## src/rtl/ps2_key_decoder.sv

```systemverilog
// PS/2 device-to-host receiver with make/break key tracking.
// Outputs the held key's scan code, a held level, an extended flag and a press counter.
module ps2_key_decoder #(
   parameter int unsigned TIMEOUT_CYCLES = 50000
) (
   input  logic       clk,
   input  logic       clrn,
   input  logic       ps2_clk,
   input  logic       ps2_data,
   output logic [7:0] scan_code,
   output logic       key_valid,
   output logic [7:0] key_count,
   output logic       ext_key,
   output logic       rx_ready,
   output logic       frame_err
);

   localparam int unsigned TmoW = $clog2(TIMEOUT_CYCLES + 1);
   localparam logic [TmoW-1:0] TmoMax = TmoW'(TIMEOUT_CYCLES);
   localparam logic [7:0] CodeExt = 8'hE0;
   localparam logic [7:0] CodeBrk = 8'hF0;

   typedef enum logic [1:0] {StIdle, StPressed, StBreak} state_e;

   logic [2:0]      clk_sync_q;
   logic [1:0]      data_sync_q;
   logic [3:0]      bit_cnt_q;
   logic [9:0]      shift_q;
   logic [TmoW-1:0] tmo_q;

   logic        fall;
   logic        bit_in;
   logic        frame_end;
   logic [10:0] frame;
   logic        frame_ok;
   logic        byte_valid;
   logic [7:0]  rx_byte;

   assign fall       = clk_sync_q[2] & ~clk_sync_q[1];
   assign bit_in     = data_sync_q[1];
   assign frame_end  = fall && (bit_cnt_q == 4'd10);
   // Bit 10 (stop) arrives live in the edge cycle; bits 0..9 are already shifted in.
   assign frame      = {bit_in, shift_q};
   assign frame_ok   = ~frame[0] & frame[10] & (^frame[9:1]);
   assign byte_valid = frame_end & frame_ok;
   assign rx_byte    = frame[8:1];

   always_ff @(posedge clk or negedge clrn) begin
      if (!clrn) begin
         clk_sync_q  <= 3'b111;
         data_sync_q <= 2'b11;
         bit_cnt_q   <= 4'd0;
         shift_q     <= 10'd0;
         tmo_q       <= '0;
      end else begin
         clk_sync_q  <= {clk_sync_q[1:0], ps2_clk};
         data_sync_q <= {data_sync_q[0], ps2_data};
         if (fall) begin
            shift_q   <= {bit_in, shift_q[9:1]};
            tmo_q     <= '0;
            bit_cnt_q <= (bit_cnt_q == 4'd10) ? 4'd0 : bit_cnt_q + 4'd1;
         end else if (bit_cnt_q != 4'd0) begin
            // A stalled partial frame is dropped without raising frame_err.
            if (tmo_q == TmoMax) begin
               bit_cnt_q <= 4'd0;
               tmo_q     <= '0;
            end else begin
               tmo_q <= tmo_q + 1'b1;
            end
         end
      end
   end

   state_e     state_q, state_d;
   logic [7:0] scan_q, scan_d;
   logic [7:0] count_q, count_d;
   logic       valid_q, valid_d;
   logic       ext_q, ext_d;
   logic       pend_q, pend_d;
   logic       rx_ready_q, rx_ready_d;
   logic       frame_err_q, frame_err_d;

   always_comb begin
      state_d     = state_q;
      scan_d      = scan_q;
      count_d     = count_q;
      valid_d     = valid_q;
      ext_d       = ext_q;
      pend_d      = pend_q;
      rx_ready_d  = byte_valid;
      frame_err_d = frame_end & ~frame_ok;
      if (byte_valid) begin
         pend_d = (rx_byte == CodeExt) && (state_q != StBreak);
         unique case (state_q)
            StIdle, StPressed: begin
               if (rx_byte == CodeExt) begin
                  pend_d = 1'b1;
               end else if (rx_byte == CodeBrk) begin
                  state_d = StBreak;
               end else if (!(state_q == StPressed && rx_byte == scan_q)) begin
                  scan_d  = rx_byte;
                  ext_d   = pend_q;
                  valid_d = 1'b1;
                  count_d = count_q + 8'd1;
                  state_d = StPressed;
               end
            end
            StBreak: begin
               valid_d = 1'b0;
               state_d = StIdle;
            end
            default: state_d = StIdle;
         endcase
      end
   end

   always_ff @(posedge clk or negedge clrn) begin
      if (!clrn) begin
         state_q     <= StIdle;
         scan_q      <= 8'd0;
         count_q     <= 8'd0;
         valid_q     <= 1'b0;
         ext_q       <= 1'b0;
         pend_q      <= 1'b0;
         rx_ready_q  <= 1'b0;
         frame_err_q <= 1'b0;
      end else begin
         state_q     <= state_d;
         scan_q      <= scan_d;
         count_q     <= count_d;
         valid_q     <= valid_d;
         ext_q       <= ext_d;
         pend_q      <= pend_d;
         rx_ready_q  <= rx_ready_d;
         frame_err_q <= frame_err_d;
      end
   end

   assign scan_code = scan_q;
   assign key_valid = valid_q;
   assign key_count = count_q;
   assign ext_key   = ext_q;
   assign rx_ready  = rx_ready_q;
   assign frame_err = frame_err_q;

endmodule

```

## config.mk

```make
export PLATFORM = sky130hd
export DESIGN_NAME = ps2_key_decoder
export DESIGN_NICKNAME = d
export VERILOG_FILES = /design/src/rtl/ps2_key_decoder.sv
export SDC_FILE = /design/constraint.sdc
export NUM_CORES = 1
export LEC_CHECK = 0
export CAP_MARGIN = 40
export CORE_UTILIZATION = 52
export DETAILED_ROUTE_END_ITERATION = 16
export GPL_ROUTABILITY_DRIVEN = 1
export PLACE_DENSITY = 0.73
export REMOVE_ABC_BUFFERS = 1
export SYNTH_ARGS = -nofsm -noshare
export SYNTH_HDL_FRONTEND = slang
export SYNTH_SLANG_ARGS = --single-unit
```

## constraint.sdc

```tcl
create_clock -name clk -period 2.7 [get_ports clk]
set_input_delay 0.675 -clock clk [delete_from_list [all_inputs] [get_ports clk]]
set_output_delay 0.675 -clock clk [all_outputs]
set_load 0.01 [all_outputs]
```

# Word level (Yosys, flattened, before mapping)
# Cells that the tools add are included.
[word_totals] register_bits=58 input_bits=4 out_inout_bits=20 wordCells=70
[op_classes] add_sub_neg=3 eq_ne=12 mux=17 bitwise=11 n_reduce_logical=14
[op_table] cell="2-to-1 mux 16 bit" count=3
[op_table] cell="adder 16 x 1 -> 16 bit, second input constant" count=1
[op_table] cell="== test 16 bit, second input constant" count=1
[op_table] cell="== test 8 bit, second input constant" count=2
[op_table] cell="2-to-1 mux 4 bit" count=4
[op_table] cell="AND reduction 5 bit" count=2
[op_table] cell="parity 9 bit" count=1
[op_table] cell="adder 8 x 1 -> 8 bit, second input constant" count=1
[op_table] cell="== test 8 bit" count=1
[op_table] cell="2-to-1 mux 2 bit" count=4
[op_table] cell="inequality test 2 bit, second input constant" count=4
[op_table] cell="inverter 1 bit" count=6
[op_table] cell="nonzero test 2 bit" count=3
[op_table] cell="bitwise AND 1 bit" count=5
[op_table] cell="2-to-1 mux 1 bit" count=5
[op_table] cell="adder 4 x 1 -> 4 bit, second input constant" count=1
[op_table] cell="== test 4 bit, second input constant" count=1
[op_table] cell="nonzero test 4 bit" count=1
[op_table] cell="logical AND 1 bit" count=3
[op_table] cell="inequality test 3 bit, second input constant" count=1
[op_table] cell="AND reduction 3 bit" count=1
[op_table] cell="== test 2 x 1 -> 1 bit, second input constant" count=1
[op_table] cell="== test 2 bit, second input constant" count=1
[op_table] cell="zero test 2 bit" count=1
[op_table] cell="3 further kinds" count=3

# Depth between registers and ports, before layout
# Gate-level depths: netlist of run 1.
[depth] depth_word=6 depth_mapped=9 ltp_nobuf=7

# Worst setup path after synthesis of run 1
# No wires, ideal clock.
[synth_timing] path_type="register to register" from="reg shift_q[5]" to="reg ext_q, in the netlist ext_key" setup_ns=0.125 arrival_time_ns=2.338 t_required_ns=2.575 path_slack_ns=0.237 path_stages_with_launch=10 n_path_buf=2 period_less_slack_ns=2.463 cell_sequence="dfrtp_1 inv_1 ha_1 xnor3_2 xnor2_1 or3_1 buf_6 nor2_8 buf_12 mux2_4"
[synth_via] elab_chain_len=4 word_cells_on_any_way=11 classes_between="eq/ne: 3; bitwise: 5; reduce/logical: 3"
[synth_lines] element="from (decl)" line_no="28" rtl="logic [9:0] shift_q;"
[synth_lines] element="from (signal assigned)" line_no="59" rtl="shift_q <= {bit_in, shift_q[9:1]};"
[synth_lines] element="parity 9 bit or == test 8 bit (tied branches)" line_no="44, 100"
[synth_lines] element="bitwise AND 1 bit or logical AND 1 bit (tied branches)" line_no="44, 100"
[synth_lines] element="bitwise AND 1 bit or inverter 1 bit (tied branches)"
[synth_lines] element="AND reduction 5 bit (no line) (*)"
[synth_lines] element="to (signal assigned)" line_no="132" rtl="ext_q <= ext_d;"
[synth_lines] element="to (decl)" line_no="78" rtl="logic ext_q, ext_d;"
# Mark *: on every way between the ends. The rest lies on a longest branch, timed or not.
# A chain may end at the register's enable or synchronous reset.

# Worst setup path after layout of run 1
[layout_timing] from="reg shift_q[3]" to="reg scan_q[6], in the netlist scan_code[6]"
[layout_via] elab_chain_len=4 word_cells_on_any_way=11 classes_between="eq/ne: 3; bitwise: 5; reduce/logical: 3"
[layout_lines] element="parity 9 bit or == test 8 bit (tied branches)" line_no="44, 100"
[layout_lines] element="bitwise AND 1 bit or logical AND 1 bit (tied branches)" line_no="44, 100"
[layout_lines] element="bitwise AND 1 bit or inverter 1 bit (tied branches)"
[layout_lines] element="AND reduction 5 bit (no line) (*)"
[layout_lines] element="to (signal assigned)" line_no="129" rtl="scan_q <= scan_d;"
[layout_lines] element="to (decl)" line_no="75" rtl="logic [7:0] scan_q, scan_d;"
# Marked as above.

==> key figures, run 1 <==
Synth
  • Yosys warning total: 0
  • Gate count of the mapped netlist: 273
  • Area contributors post-synth: dfrtp_1, xor2_1, ha_1, dfstp_2, mux2_4
  • Cell taking the most area after synthesis: dfrtp_1
  • Most used DFF post-synth: dfrtp_1
  • Average size of a mapped cell: 10.68 sq um
  • Flops & latches, synth: 58
  • Synthesized cell area: 2917 sq um
  • Async SR Flop Fraction: 1.000
  • Post-synth EDFFs: 0
  • Sequential area share after synthesis: 0.4998
  • Top-area cell type share of the netlist area: 0.4547
  • Number of library cell types mapped by synthesis: 51

STA
  • Final setup fails: 0
  • Min Tclk post-route: 2554 ps
  • Clock Skew: 5.143 ps
  • Final period util: 0.9459
  • Hold Fails Final Rpt: 0
  • Fmax: 391.6 MHz
  • Final slew viol count: 0
  • Slew headroom: 0.6989
  • Unrepaired setup endpoints after global routing: false
  • Setup ws final: 146.1 ps
  • Least-Margin Pin Slew: 447.9 ps
  • Setup TNS: 0 ps

Route
  • Detailed-route via count: 2,046
  • Post-route ant nets: 0
  • Per-cell routed wire length: 13.56 um
  • # DRC: 0
  • Initial DRT Pass Iterations: 4
  • Post-Route WL: 5207 um
  • Vias per inst: 5.328
  • Initial detailed-routing violation count: 109

Finish
  • # nets final: 324
  • P&R area growth vs syn: 16.90%
  • Layout cell share with drive strength beyond 1: 0.1497
  • N_diodes: 0

Floorplan
  • CORE AREA: 5238 sq um
  • Row cnt: 26
  • # IOs: 24
  • Die ar.: 5912 sq um
  • Die outline width: 76.89 um
  • Chip height: 76.89 um
  • Initial core utilization: 0.5569

Clock tree
  • Root buf cell: clkbuf_8
  • Worst skew pair latency: 340 ps
  • CTS Buf Count: 9
  • Clock-pin slew on the worst setup and hold paths: 60 ps
  • Post-CTS Setup Inserts: 0
  • CTS tree: built
  • CTS HTree Levels: 3
  • Clock Tree Buf Depth: 2
  • Post-CTS sizing: 0
  • Hold bufs inserted after CTS: 0
  • CTS Sinks: 58

Critical path
  • Critical-path top delay cell: or3_1
  • Crit end category: register
  • Critical path type: reg -> reg
  • Crit path cell chain: inv_1, ha_1, xnor3_2, xnor2_1, or3_1, nor2_8, mux2_2
  • Slowest Stage Delay on Critical Path: 450 ps
  • Startpoint types: register
  • Req. time, crit path: 2920 ps
  • CP arrival: 2770 ps
  • Critical Path Fanout Max: 12

Power and ir drop
  • VDD IR max: 0.4245 mV
  • Power Density: 685.1 nW/um^2
  • Sequential Power Share: 0.472
  • Gate power share: 0.235
  • Lkg Pwr: 1.608 nW
  • Clk pwr share: 0.293
  • Psw: 0.0007305 W
  • Switching Share: 0.3127
  • Internal power: 0.001605 W

GRT
  • Antenna violations before repair: 0
  • Remaining Overflow, GRT: 0
  • First-pass GRT wire length: 9149 um
  • Vias in the first global route: 1,932
  • Largest net degree at the start of global routing: 32
  • Overall routing resource usage: 0.2003

Min path
  • Tightest Hold Check Type: in -> async

Placement
  • DPL Wire Length: 3582 um
  • Place WS: 146.9 ps
  • Port-buffer cells: 23
  • Final RePlAce weighted congestion: 0.8387

Status
  • Status: finished clean

Run
  • Max Cap Violations: 0
through the flow:
| stage | total power (W) | hold slack (ps) | instance area, sq um | std cells | util |
|---|---|---|---|---|---|
| finish | 0.002336 | 341.3 | 3410 | 384 | 0.6510 |
| global route | 0.002490 | 362.0 | 3410 | 384 | 0.6510 |
| CTS | 0.002359 | 346.4 | 3410 | 384 | 0.6510 |
| detailed placement | 0.001666 | 346.8 | 3246 | 368 | 0.6197 |
| global placement | 0.001642 | 345.6 | 3246 | 368 | 0.6197 |
| floorplan | 0.001484 | 345.2 | 2865 | 266 | - |
path summary, 6_finish.rpt:
path | from | to | slack (ps) | cells after the start
max | shift_q[3] | scan_code[6] | 150 | 7
min | clrn | rx_ready | 340 | 2
max in group asynchronous | clrn | tmo_q[1] | 2040 | 2
min reg2reg | clk_sync_q[0] | clk_sync_q[1] | 350 | 0
max reg2reg | shift_q[3] | scan_code[6] | 150 | 7
min in group clk | clk_sync_q[0] | clk_sync_q[1] | 350 | 0
worst max-delay path: cells and delay by family, from the launching register on:
kind | cells | cell delay, ps
xor gates and xnor gates | 2 | 540
adders and majority gates | 1 | 300
buffers and inverters | 1 | 70
DFF | 1 | 400
muxes | 1 | 370
and+or+nand+nor | 2 | 750
layout make-up:
cell class                      instances  area, sq um
Fill cell                             413         1828
Multi-Input combinational cell        192         1348
Clock inverter                          3        15.01
Tap cell                               70        87.58
Clock buffer                           13        148.9
Timing Repair Buffer                   32        292.8
Inverter                               16        60.06
Sequential cell                        58         1458
registers in the layout, indices dropped and copies added (netlist names):
register	count
bit_cnt_q	4
clk_sync_q	3
data_sync_q	2
ext_key	1
frame_err	1
key_count	8
key_valid	1
pend_q	1
rx_ready	1
scan_code	8
shift_q	10
state_q	2
tmo_q	16
cells in the mapped netlist (4+ instances only):
cell,instances
mux2_4,8
xor2_1,16
nand2_1,31
nand3_1,9
xnor2_1,9
nor3_1,11
clkbuf_1,4
dfrtp_1,53
o21ai_0,20
nand2b_1,4
nor2_1,17
inv_1,16
nand4_1,5
nor4_1,4
ha_1,11
dfstp_2,5
layout by cell type (no fill, tap or decap), types with 4 or more instances in the layout:
master	synthesis	layout
xor2_1	16	16
mux2_4	8	8
dfstp_2	5	5
clkdlybuf4s50_1	0	22
ha_1	11	11
nand4_1	5	5
nand2_1	31	31
nor4_1	4	4
inv_1	16	16
nand3_1	9	9
nor2_1	17	17
buf_4	0	9
dfrtp_1	53	53
nor3_1	11	11
clkbuf_8	0	10
xnor2_1	9	9
o21ai_0	20	20
nand2b_1	4	4
logic make-up (layout without fill, tap and decap cells):
kind of cell,Yosys count,after routing,share of synthesized area
adders and majority gates,11,11,0.04719
xor gates and xnor gates,27,27,0.08880
muxes,13,13,0.05963
AOI/OAI and AO/OA,35,35,0.07508
and+or+nand+nor,106,106,0.1913
buffers and inverters,23,64,0.03818
DFF,58,58,0.4998
power by group through the flow:
stage	clock network, W	logic (W)	registers [W]
3_5_place_dp	0	0.000552	0.00111
6_report	0.000685	0.000549	0.00110
2_1_floorplan	0	0.000387	0.00110
3_3_place_gp	0	0.000535	0.00111
5_1_grt	0.000742	0.000623	0.00112
4_1_cts	0.000702	0.000557	0.00110
layer usage:
layer  share of wire  global-route usage  vias up
li1                -                   -     1010
met1            0.50              0.2688      973
met2            0.44              0.2964       50
met3           0.031             0.05238       13
met4           0.022              0.1058        0
met5               0                   0        -
No activity file was read; power rests on OpenSTA's default activity.
==> run 2, diff against run 1 <==
CELL_PAD_IN_SITES_DETAIL_PLACEMENT = 0   (was not set)
CELL_PAD_IN_SITES_GLOBAL_PLACEMENT = 1   (was not set)
CORE_UTILIZATION = 46   (was 52)
PLACE_DENSITY = not set   (was 0.73)
PLACE_DENSITY_LB_ADDON = 0.1   (was not set)
==> key figures, run 2 (same netlist as run 1, synthesis figures left out) <==
Critical path
  • Critical path type: reg -> reg
  • Req. time, crit path: 2920 ps
  • Worst r2r dst: scan_code[6]
  • CP arrival: 2780 ps
  • Crit path cell chain: inv_1, ha_1, xnor3_2, xnor2_1, or3_1, nor2_8, mux2_2
  • Slowest Stage Delay on Critical Path: 450 ps
  • Crit end category: register
  • Critical-path top delay cell: or3_1
  • Critical Path Fanout Max: 12
  • R2R cell count: 7
  • CP bufs+invs: 1
  • Reg2Reg Launch Point: shift_q[4]
  • R2r setup slk: 140 ps
  • Startpoint types: register
  • Top delay family on crit path: simple AND/OR/NAND/NOR gates

GRT
  • First-pass GRT wire length: 9542 um
  • Overall routing resource usage: 0.1952
  • Largest net degree at the start of global routing: 23
  • Vias in the first global route: 1,923
  • Remaining Overflow, GRT: 0
  • Antenna violations before repair: 0

Power and ir drop
  • Power Density: 756.9 nW/um^2
  • Sequential Power Share: 0.411
  • Psw: 0.0007526 W
  • VDD IR max: 0.4706 mV
  • Internal power: 0.001916 W
  • Clk pwr share: 0.377
  • Switching Share: 0.2820
  • Lkg Pwr: 1.666 nW
  • Gate power share: 0.211

Route
  • # DRC: 0
  • Post-Route WL: 5636 um
  • Initial DRT Pass Iterations: 7
  • Post-route ant nets: 0
  • Initial detailed-routing violation count: 121
  • Per-cell routed wire length: 14.38 um
  • Detailed-route via count: 2,057
  • Vias per inst: 5.247

Floorplan
  • # IOs: 24
  • Chip height: 81.63 um
  • CORE AREA: 6026 sq um
  • Die outline width: 81.63 um
  • Die ar.: 6663 sq um
  • Row cnt: 28
  • Initial core utilization: 0.4840

Run
  • Max Cap Violations: 0

STA
  • Unrepaired setup endpoints after global routing: false
  • Setup TNS: 0 ps
  • Final slew viol count: 0
  • Hold Slack: 280.7 ps
  • Clock Skew: 7.554 ps
  • Least-Margin Pin Slew: 461.0 ps
  • Hold Fails Final Rpt: 0
  • Final setup fails: 0
  • Fmax: 390.4 MHz
  • Min Tclk post-route: 2562 ps
  • Final period util: 0.9488
  • Slew headroom: 0.6927

Min path
  • Tightest Hold Check Type: in -> async

Finish
  • # nets final: 327
  • Fill cells: 553
  • P&R area growth vs syn: 20.89%
  • Layout cell share with drive strength beyond 1: 0.1672
  • Most common cell after layout, fill and taps aside: dfrtp_1
  • Most frequent cells in the layout: dfrtp_1, nand2_1, clkdlybuf4s50_1
  • N_diodes: 0
  • Largest registers: tmo_q (16), shift_q (10)
  • Max reg flops: 16
  • Biggest register: tmo_q
  • FF+latch area: 1458 sq um
  • Multi-input gate area in the final layout: 1348 sq um

Placement
  • DPL Wire Length: 4046 um
  • Port-buffer cells: 23
  • Final RePlAce weighted congestion: 0.7877

Clock tree
  • Root buf cell: clkbuf_8
  • Post-CTS sizing: 0
  • Clock Tree Buf Depth: 2
  • CTS HTree Levels: 3
  • Clock-pin slew on the worst setup and hold paths: 70 ps
  • Post-CTS Setup Inserts: 0
  • Hold bufs inserted after CTS: 0
  • CTS tree: built
  • CTS Sinks: 58
  • CTS Buf Count: 9
  • Worst skew pair latency: 330 ps

Status
  • Status: finished clean
[run 2: cell types whose count changed in the layout (fill, tap and decap cells not counted)]
cell / previous run / this run
buf_4: 9 / 12
bufinv_16: 0 / 3
clkbuf_1: 3 / 0
clkbuf_8: 10 / 11
clkinv_2: 3 / 2
[run 2: worst max-delay path by stage]
stage | start | to | slack, ps | depth (start not counted)
global route | shift_q[4] | scan_code[6] | 40 | 7
detailed placement | shift_q[4] | key_count[1] | 150 | 7
global placement | shift_q[4] | scan_code[6] | 200 | 7
finish | shift_q[4] | scan_code[6] | 140 | 7
CTS | shift_q[4] | key_count[1] | 130 | 7
floorplan | shift_q[5] | key_count[1] | 140 | 7
[run 2: layout make-up]
class / instances / area share
Clock buffer: 11 / 0.04294
Clock inverter: 5 / 0.02839
Inverter: 16 / 0.01703
Multi-Input combinational cell: 192 / 0.3822
Sequential cell: 58 / 0.4134
Tap cell: 75 / 0.02661
Timing Repair Buffer: 35 / 0.08943
[run 2: power by group through the flow]
stage               combinational (W)  clock [W]  sequential, W
global route                 0.000641    0.00107        0.00111
detailed placement           0.000565          0        0.00111
finish                       0.000564    0.00101        0.00110
global placement             0.000557          0        0.00111
floorplan                    0.000387          0        0.00110
CTS                          0.000569    0.00103        0.00110
[run 2: per-layer routing]
layer  vias up  track usage  wire [um]
li1       1014            -          -
met1      1002       0.2881       2984
met2        35       0.2667       2390
met3         6      0.04000        171
met4         0       0.1000         89
met5         -            0          0
[run 2: metrics by stage]
stage | cells | instance area [sq um] | worst slack [ps] | total power [W] | util
2_1_floorplan | 266 | 2865 | 139.6 | 0.001484 | -
3_3_place_gp | 376 | 3274 | 199.7 | 0.001667 | 0.5434
3_5_place_dp | 376 | 3274 | 153.3 | 0.001677 | 0.5434
4_1_cts | 392 | 3526 | 127.9 | 0.002697 | 0.5851
5_1_grt | 392 | 3526 | 44.40 | 0.002828 | 0.5851
6_report | 392 | 3526 | 138.3 | 0.002669 | 0.5851
